[config.mk]
export PLATFORM = sky130hd
export DESIGN_NAME = bist_signature_analyzer
export DESIGN_NICKNAME = d
export VERILOG_FILES = /design/src/rtl/bist_signature_analyzer.sv
export SDC_FILE = /design/constraint.sdc
export NUM_CORES = 1
export LEC_CHECK = 0
export ABC_AREA = 1
export BUFFER_PORTS_ARGS = -buffer_cell sky130_fd_sc_hd__buf_2
export CELL_PAD_IN_SITES_DETAIL_PLACEMENT = 2
export CELL_PAD_IN_SITES_GLOBAL_PLACEMENT = 2
export CORE_MARGIN = 3
export CORE_UTILIZATION = 24
export CTS_CLUSTER_SIZE = 24
export DETAILED_ROUTE_END_ITERATION = 7
export GPL_TIMING_DRIVEN = 0
export PLACE_DENSITY_LB_ADDON = 0.1
export SLEW_MARGIN = 10
export SYNTH_ARGS = -nofsm -noshare
export SYNTH_HDL_FRONTEND = slang
export SYNTH_SLANG_ARGS = --single-unit
[constraint.sdc]
create_clock -name clk -period 1.25 [get_ports clk]
set_clock_uncertainty 0.05 [all_clocks]
set_input_delay 0.1875 -clock clk [delete_from_list [all_inputs] [get_ports clk]]
set_output_delay 0.1875 -clock clk [all_outputs]
set_load 0.01 [all_outputs]
[src/rtl/bist_signature_analyzer.sv]
// bist_signature_analyzer: MISR response compactor with golden compare; BIST_SIG_LOAD_EN adds runtime golden loading
module bist_signature_analyzer #(
  parameter int          PATTERN_COUNT = 16,
  parameter logic [15:0] SEED          = 16'h0000,
  parameter logic [15:0] POLY          = 16'h100B,
  parameter logic [15:0] GOLDEN_RING   = 16'h0000,
  parameter logic [15:0] GOLDEN_JOHN   = 16'h0000,
  parameter logic [15:0] GOLDEN_LFSR   = 16'h0000,
  localparam int         CNT_W         = $clog2(PATTERN_COUNT + 1)
) (
  input  logic             clk,
  input  logic             rst,
  input  logic             start,
  input  logic [1:0]       mode,
  input  logic             resp_valid,
  input  logic [15:0]      resp_data,
`ifdef BIST_SIG_LOAD_EN
  input  logic             sig_load,
  input  logic [1:0]       sig_load_sel,
  input  logic [15:0]      sig_load_data,
`endif
  output logic             busy,
  output logic             done,
  output logic             pass,
  output logic [15:0]      signature,
  output logic [CNT_W-1:0] pattern_cnt
);
  localparam logic [1:0] S_IDLE = 2'd0;
  localparam logic [1:0] S_CAP  = 2'd1;
  localparam logic [1:0] S_CMP  = 2'd2;
  localparam logic [1:0] S_DONE = 2'd3;
  localparam logic [CNT_W-1:0] LAST = CNT_W'(PATTERN_COUNT - 1);
  logic [1:0]       r_state;
  logic [1:0]       r_mode;
  logic [15:0]      r_sig;
  logic [CNT_W-1:0] r_cnt;
  logic             r_pass;
  logic             w_go;
  logic             w_beat;
  logic             w_fb;
  logic [15:0]      w_misr;
  logic [15:0]      w_golden;
  always_comb begin
    w_go   = start && mode != 2'b00 && (r_state == S_IDLE || r_state == S_DONE);
    w_beat = resp_valid && r_state == S_CAP;
    w_fb   = ^(r_sig & POLY);
    w_misr = {r_sig[14:0], w_fb} ^ resp_data;
  end
`ifdef BIST_SIG_LOAD_EN
  logic [15:0] r_gold_ring;
  logic [15:0] r_gold_john;
  logic [15:0] r_gold_lfsr;
  // compare reads the pre-write value, so a load in the COMPARE cycle is not seen
  always_ff @(posedge clk) begin
    if (rst) begin
      r_gold_ring <= GOLDEN_RING;
      r_gold_john <= GOLDEN_JOHN;
      r_gold_lfsr <= GOLDEN_LFSR;
    end else if (sig_load) begin
      if (sig_load_sel == 2'b01) r_gold_ring <= sig_load_data;
      if (sig_load_sel == 2'b10) r_gold_john <= sig_load_data;
      if (sig_load_sel == 2'b11) r_gold_lfsr <= sig_load_data;
    end
  end
  always_comb begin
    w_golden = r_mode == 2'b01 ? r_gold_ring :
               r_mode == 2'b10 ? r_gold_john :
               r_mode == 2'b11 ? r_gold_lfsr : 16'h0000;
  end
`else
  always_comb begin
    w_golden = r_mode == 2'b01 ? GOLDEN_RING :
               r_mode == 2'b10 ? GOLDEN_JOHN :
               r_mode == 2'b11 ? GOLDEN_LFSR : 16'h0000;
  end
`endif
  always_ff @(posedge clk) begin
    if (rst) begin
      r_state <= S_IDLE;
      r_mode  <= 2'b00;
      r_sig   <= 16'h0000;
      r_cnt   <= '0;
      r_pass  <= 1'b0;
    end else if (w_go) begin
      r_state <= S_CAP;
      r_mode  <= mode;
      r_sig   <= SEED;
      r_cnt   <= '0;
      r_pass  <= 1'b0;
    end else if (w_beat) begin
      r_sig <= w_misr;
      r_cnt <= r_cnt + 1'b1;
      if (r_cnt == LAST) r_state <= S_CMP;
    end else if (r_state == S_CMP) begin
      r_pass  <= r_sig == w_golden;
      r_state <= S_DONE;
    end
  end
  assign busy        = r_state == S_CAP || r_state == S_CMP;
  assign done        = r_state == S_DONE;
  assign pass        = r_pass;
  assign signature   = r_sig;
  assign pattern_cnt = r_cnt;
endmodule
==> impl_metrics.env, run 1 <==
export IMPL_worstSetupStartpoint="r_state[0]"
export IMPL_crit_family="flip-flops"
export IMPL_leakage_nw=0.963
export IMPL_ff2ff_path_depth=8
export IMPL_die_area_sq_um=6720
export IMPL_violations="setup timing"
export IMPL_cap_viol_max_count=0
export IMPL_grt_first_pass_wirelength_microns=6970
export IMPL_cts_buffers=3
export IMPL_cp_end_kind="flop"
export IMPL_clockRootBuffer="clkbuf_8"
export IMPL_slowest_stage="dfxtp_2"
export IMPL_ys_warn_count=0
export IMPL_synth_ff_type="dfxtp_1"
export IMPL_setup_viol=24
export IMPL_grt_max_degree=14
export IMPL_start_util_pct=25.0
export IMPL_reg2reg_slack_ns=-0.10
export IMPL_track_usage_pct=13.6
export IMPL_place_hpwl_microns=3100
export IMPL_overflow=0
export IMPL_rows=27
export IMPL_clk_latency_ns=0.28
export IMPL_portBuffers=45
export IMPL_synthTopCellsByArea="dfxtp_1 (35%), nand2_1 (14%), nor2_1 (9.2%), inv_1 (5.7%), ha_1 (5.4%)"
export IMPL_powerDensity_nw_per_um2=825
export IMPL_finish_instance_area_sq_um=2130
export IMPL_synth_common_cells="nand2_1 (50), nor2_1 (34), dfxtp_1 (24), inv_1 (21)"
export IMPL_cts_max_level=1
export IMPL_ys_seq_area_share_pct=34.7
export IMPL_max_clock_path_buffers=2
export IMPL_layout_drive_gt1_share_pct=46.6
export IMPL_syn_area_per_cell_sq_um=7.30
export IMPL_placed_cells=307
export IMPL_final_util_pct=38.4
export IMPL_setup_slack_ns=-0.103
export IMPL_diodes=0
export IMPL_ant_nets=0
export IMPL_timing_fmax_mhz=739
export IMPL_synth_top_cell_area_share_pct=34.7
export IMPL_crit_type="reg -> reg"
export IMPL_crit_fanout=5
export IMPL_syn_nets=218
export IMPL_synth_edf_count=0
export IMPL_worstPathCellList="inv_2 > ha_4 > nand2_2 > inv_2 > o21ai_4 > nand2_4 > clkbuf_16 > nor3_2"
export IMPL_first_global_vias=1441
export IMPL_syn2layout_area_growth_pct=53.5
export IMPL_final_min_clock_period_ns=1.35
export IMPL_r2r_end="signature[3]"
export IMPL_cp_required_ns=1.36
export IMPL_die_h_microns=82
export IMPL_ys_ff_latch=24
export IMPL_globalplace_congestion=0.669
export IMPL_crit_top_cell="inv_2"
export IMPL_vias_per_cell=4.28
export IMPL_rsz0062_at_grt="true"
export IMPL_timing_rr_start="r_state[0]"
export IMPL_num_vias=1392
export IMPL_first_pass_iters=4
export IMPL_async_flop_share_pct=0
export IMPL_hold_class="in -> reg"
export IMPL_relSlewSlack_pct=85.3
export IMPL_cts_clk_slew_worst_paths_ns=0.09
export IMPL_antenna_found_initial=0
export IMPL_worstPathArrival_ns=1.47
export IMPL_dieWidth_microns=82
export IMPL_synth_cells=190
export IMPL_fin_crit_sh_pct=108
export IMPL_status="complete, but fails checks"
export IMPL_tightestPinTransition_ns=0.221
export IMPL_core_sq_um=5540
export IMPL_fin_cells=325
export IMPL_cts_tree="done"
export IMPL_synth_area_sq_um=1390
export IMPL_nets=282
export IMPL_cp_depth=8
export IMPL_wl_per_cell_microns=13.1
export IMPL_drv_slew=0
export IMPL_first_iter_violations=23
export IMPL_max_stage_delay_ns=0.36
export IMPL_post_dp_cell_area_sq_um=1730
export IMPL_route_detailed_drc=0
export IMPL_clock_sinks=24
export IMPL_yosysUniqueCellTypes=25
export IMPL_critPathBufInv=3
export IMPL_yosys_cell_count_top_type="nand2_1"
export IMPL_worstSetupEndpoint="signature[3]"
export IMPL_critPathLaunchType="flop"
export IMPL_vdd_drop_max_mv=0.356
export IMPL_hold_viol_final=0
export IMPL_hold_depth=4
export IMPL_yosysTopAreaCell="dfxtp_1"
export IMPL_io_pins=46
export IMPL_wl_microns=4250
where the power goes:
group	leakage [nW]	total [mW]	switching (mW)	internal, mW
Sequential	0.198	0.813	0.0287	0.785
Combinational	0.743	0.454	0.225	0.229
Clock	0.0228	0.489	0.260	0.228
Total	0.963	1.76	0.515	1.24
timing repair:
action                     CTS  global route
buffers inserted            10             2
pin swaps                    7             6
setup endpoints to repair   25            26
resized for setup           32            18
gates cloned                 1             1
hold buffers                 0             0
area by class of cell:
cell class	count	area [sq um]
repair buffers	59	408
inverters	23	98.8
well taps	72	90.1
flip-flops and latches	24	495
clock buffers	4	45.0
plain buffers	5	77.6
multi-input cells	138	913
fillers	656	3410
logic make-up after synthesis:
| logic type | Yosys count | synth area share (%) |
|---|---|---|
| DFF | 24 | 34.7 |
| buffers and inverters | 28 | 10.8 |
| adders and majority gates | 6 | 5.42 |
| and+or+nand+nor | 108 | 35.9 |
| xor gates and xnor gates | 10 | 6.32 |
| AOI/OAI and AO/OA | 14 | 6.86 |
tightest hold or removal path: cells and delay by family:
family	cells	cell delay, ns
buffers and inverters	3	0.17
and+or+nand+nor	1	0.08
worst min-delay path by stage:
stage / start / to / slack (ns)
final: rst / r_state[0] / 0.14
after floorplan: rst / r_state[0] / 0.31
after detailed placement: rst / r_state[0] / 0.41
after CTS: rst / r_state[0] / 0.14
after global routing: rst / r_state[0] / 0.17
after global placement: rst / r_state[0] / 0.41
per-stage QoR:
stage | setup WS (ns) | power, mW | hold slack (ns) | setup TNS, ns
2_1_floorplan | -0.0378 | 1.05 | 0.306 | -0.267
3_5_place_dp | -0.240 | 1.17 | 0.412 | -4.01
3_3_place_gp | -0.227 | 1.16 | 0.408 | -3.83
5_1_grt | -0.183 | 1.88 | 0.171 | -3.44
6_report | -0.103 | 1.76 | 0.136 | -1.79
4_1_cts | -0.0868 | 1.75 | 0.136 | -0.967
routing by layer:
layer | up-vias | wire length (microns) | global-route usage (%)
li1 | 707 | - | -
met1 | 653 | 1950 | 17.8
met2 | 29 | 2100 | 22.5
met3 | 3 | 169 | 2.19
met4 | 0 | 31 | 4.49
met5 | - | 0 | 0
flip-flops by register name, indices dropped and copies added, names as in the netlist:
name         cells
pass             1
pattern_cnt      5
r_state          2
signature       16
layout by cell type (no fill, tap or decap), types with 4 or more instances in the layout:
cell	Yosys	final
nand2_1	50	44
buf_4	0	7
nor2_1	34	26
xnor2_1	8	8
dfxtp_1	24	18
nor3_2	6	5
buf_2	1	43
nor2_2	6	13
buf_6	3	8
nand2_2	1	5
inv_2	1	4
inv_1	21	18
ha_4	0	5
o21a_1	8	8
No activity file was read; power rests on OpenSTA's default activity.
==> run 2, diff against run 1 <==
- ABC_AREA: 1 -> not set
- CORE_MARGIN: 3 -> not set
- CORE_UTILIZATION: 24 -> 26
- SLEW_MARGIN: 10 -> 20
==> run 2 against run 1 <==
Net effect:
- wire length shrank 7.6%
- register-to-register slack lost 0.02 ns
- power grew 1.0%
- critical path depth shrank 1
- combinational power is essentially flat
- sequential power grew 2%
- global-route usage grew 2.5 points
- the flow still finishes with violations (setup timing)
- highest routed layer unchanged
- count of clock-buffer cells in the layout is the same
- clock power grew 0.8%
- sequential share of layout area grew 2.2 points
==> impl_metrics.env, run 2 <==
export IMPL_die_area_sq_um=5100
export IMPL_first_pass_iters=4
export IMPL_core_sq_um=4500
export IMPL_crit_type="reg -> reg"
export IMPL_synth_area_sq_um=1250
export IMPL_rows=24
export IMPL_r2r_end="signature[15]"
export IMPL_drv_slew=0
export IMPL_rsz0062_at_grt="true"
export IMPL_crit_fanout=5
export IMPL_first_iter_violations=26
export IMPL_power_mw=1.77
export IMPL_nFillCells=492
export IMPL_syn2layout_area_growth_pct=57.7
export IMPL_start_util_pct=27.8
export IMPL_powerDensity_nw_per_um2=897
export IMPL_final_min_clock_period_ns=1.37
export IMPL_worstSetupStartpoint="r_state[1]"
export IMPL_die_h_microns=71.4
export IMPL_synth_top_cell_area_share_pct=38.3
export IMPL_synth_compound_area_share_pct=22.1
export IMPL_clockRootBuffer="clkbuf_8"
export IMPL_ant_nets=0
export IMPL_multiInputGateArea_sq_um=847
export IMPL_ys_warn_count=0
export IMPL_final_cell_mix="buf_2 (43), dfxtp_1 (18), xnor2_1 (17), a211oi_2 (17)"
export IMPL_max_clock_path_buffers=2
export IMPL_timing_rr_start="r_state[1]"
export IMPL_violations="setup timing"
export IMPL_cts_clk_slew_worst_paths_ns=0.09
export IMPL_yosys_cell_count_top_type="dfxtp_1"
export IMPL_ff2ff_path_depth=7
export IMPL_layout_drive_gt1_share_pct=64.7
export IMPL_synthAdderAreaFrac_pct=5.99
export IMPL_clk_latency_ns=0.27
export IMPL_cts_buffers=3
export IMPL_synth_cells=124
export IMPL_globalplace_congestion=0.688
export IMPL_cp_end_kind="flop"
export IMPL_first_global_vias=1252
export IMPL_grt_first_pass_wirelength_microns=6270
export IMPL_syn_nets=152
export IMPL_post_dp_cell_area_sq_um=1620
export IMPL_synthMuxAreaShare_pct=0
export IMPL_synth_top_family_by_area="compound AO/OA/AOI/OAI gates"
export IMPL_critPathLaunchType="flop"
export IMPL_synth_common_cells="dfxtp_1 (24), nor2_1 (19), xnor2_1 (18), a211oi_2 (17)"
export IMPL_cap_viol_max_count=0
export IMPL_synth_xor_area_share_pct=14.0
export IMPL_num_vias=1142
export IMPL_nets=216
export IMPL_overflow=0
export IMPL_leakage_nw=0.782
export IMPL_route_detailed_drc=0
export IMPL_worstPathArrival_ns=1.51
export IMPL_io_pins=46
export IMPL_setup_slack_ns=-0.123
export IMPL_relSlewSlack_pct=79.8
export IMPL_dieWidth_microns=71.4
export IMPL_final_util_pct=43.9
export IMPL_clock_sinks=24
export IMPL_largest_register_ffs=16
export IMPL_portBuffers=45
export IMPL_cp_required_ns=1.39
export IMPL_place_hpwl_microns=2720
export IMPL_track_usage_pct=16.0
export IMPL_vias_per_cell=4.78
export IMPL_hold_viol_final=0
export IMPL_reg2reg_slack_ns=-0.12
export IMPL_synth_ff_type="dfxtp_1"
export IMPL_yosysUniqueCellTypes=26
export IMPL_hold_path_startpoint="rst"
export IMPL_fin_hold_ws_ns=0.0137
export IMPL_timing_fmax_mhz=728
export IMPL_vdd_drop_max_mv=0.401
export IMPL_async_flop_share_pct=0
export IMPL_syn_area_per_cell_sq_um=10.1
export IMPL_ys_ff_latch=24
export IMPL_setup_viol=26
export IMPL_status="complete, but fails checks"
export IMPL_synthSimpleGateAreaFrac_pct=13.3
export IMPL_final_common_cell="buf_2"
export IMPL_postCtsHoldBufs=0
export IMPL_wl_microns=3930
export IMPL_synth_edf_count=0
export IMPL_hold_class="in -> reg"
export IMPL_grt_max_degree=14
export IMPL_worstSetupEndpoint="signature[15]"
export IMPL_ys_seq_area_share_pct=38.3
export IMPL_tightestPinTransition_ns=0.298
export IMPL_fin_crit_sh_pct=110
export IMPL_yosysTopAreaCell="dfxtp_1"
export IMPL_cts_tree="done"
export IMPL_finish_instance_area_sq_um=1980
export IMPL_diodes=0
export IMPL_synthTopCellsByArea="dfxtp_1 (38%), a211oi_2 (17%), xnor2_1 (13%), ha_1 (6.0%), nor2_1 (5.7%)"
export IMPL_seqCellArea_sq_um=503
export IMPL_wl_per_cell_microns=16.4
export IMPL_antenna_found_initial=0
export IMPL_cts_max_level=1
[run 2: changes by cell type after synthesis, moves of 6 or more]
cell / before / now
o21a_1: 8 / 0
nor2_2: 6 / 0
xnor2_1: 8 / 18
nor2_1: 34 / 19
inv_1: 21 / 6
nor3_2: 6 / 0
a211oi_2: 0 / 17
nand2_1: 50 / 4
[run 2: where the power goes]
part	internal, mW	total [mW]	switching (mW)
registers	0.786	0.828	0.0419
clock network	0.228	0.493	0.265
logic	0.239	0.453	0.215
[run 2: cell families after synthesis]
family          Yosys count
fa+ha+maj                 6
xor+xnor                 20
flops                    24
simple gates             35
buf+inv                  12
compound gates           27
[run 2: repair_timing]
action | in CTS | in global routing
pin swaps | 4 | 9
gates resized for setup | 24 | 17
setup buffers | 10 | 4
endpoints found under the setup margin | 25 | 26
cloned | 1 | 1
[run 2: layout make-up]
| type | count | share of cell area (%) |
|---|---|---|
| timing repair buffer | 61 | 21.2 |
| tap | 52 | 3.29 |
| clock buffer | 4 | 2.28 |
| multi-input combinational | 88 | 42.8 |
| sequential | 24 | 25.4 |
| inverter | 6 | 1.39 |
| buffer | 4 | 3.54 |
[run 2: worst min path at each step]
stage / to / cells after the start / slack, ns
after CTS: r_state[0] / 2 / 0.01
final: r_state[0] / 2 / 0.01
after global routing: r_state[0] / 2 / 0.008
after floorplan: r_state[0] / 1 / 0.20
after global placement: r_state[0] / 2 / 0.31
after detailed placement: r_state[0] / 2 / 0.31
[run 2: metrics by stage]
| step | instances | setup slack [ns] | TNS (ns) |
|---|---|---|---|
| floorplan | 124 | -0.0148 | -0.165 |
| global placement | 221 | -0.102 | -2.05 |
| detailed placement | 221 | -0.145 | -2.96 |
| CTS | 234 | -0.103 | -1.94 |
| global route | 239 | -0.176 | -3.36 |
| finish | 239 | -0.123 | -2.07 |
[run 2: metal layers]
| metal | GRT usage (%) | vias up | part of all wire (%) | wire (microns) |
|---|---|---|---|---|
| met5 | 0 | - | 0 | 0 |
| met4 | 3.33 | 0 | 0.46 | 18 |
| met3 | 2.81 | 2 | 3.7 | 146 |
| met2 | 29.0 | 28 | 53 | 2080 |
| met1 | 19.9 | 558 | 43 | 1680 |
| li1 | - | 554 | - | - |
[run 2: worst max-delay path: stages, from the launching register on]
cell and delay (ns):
dfxtp_4 0.38, inv_4 0.06, ha_4 0.14, and2_4 0.21
buf_12 0.12, buf_16 0.11, nor2_2 0.04, a211oi_2 0.18
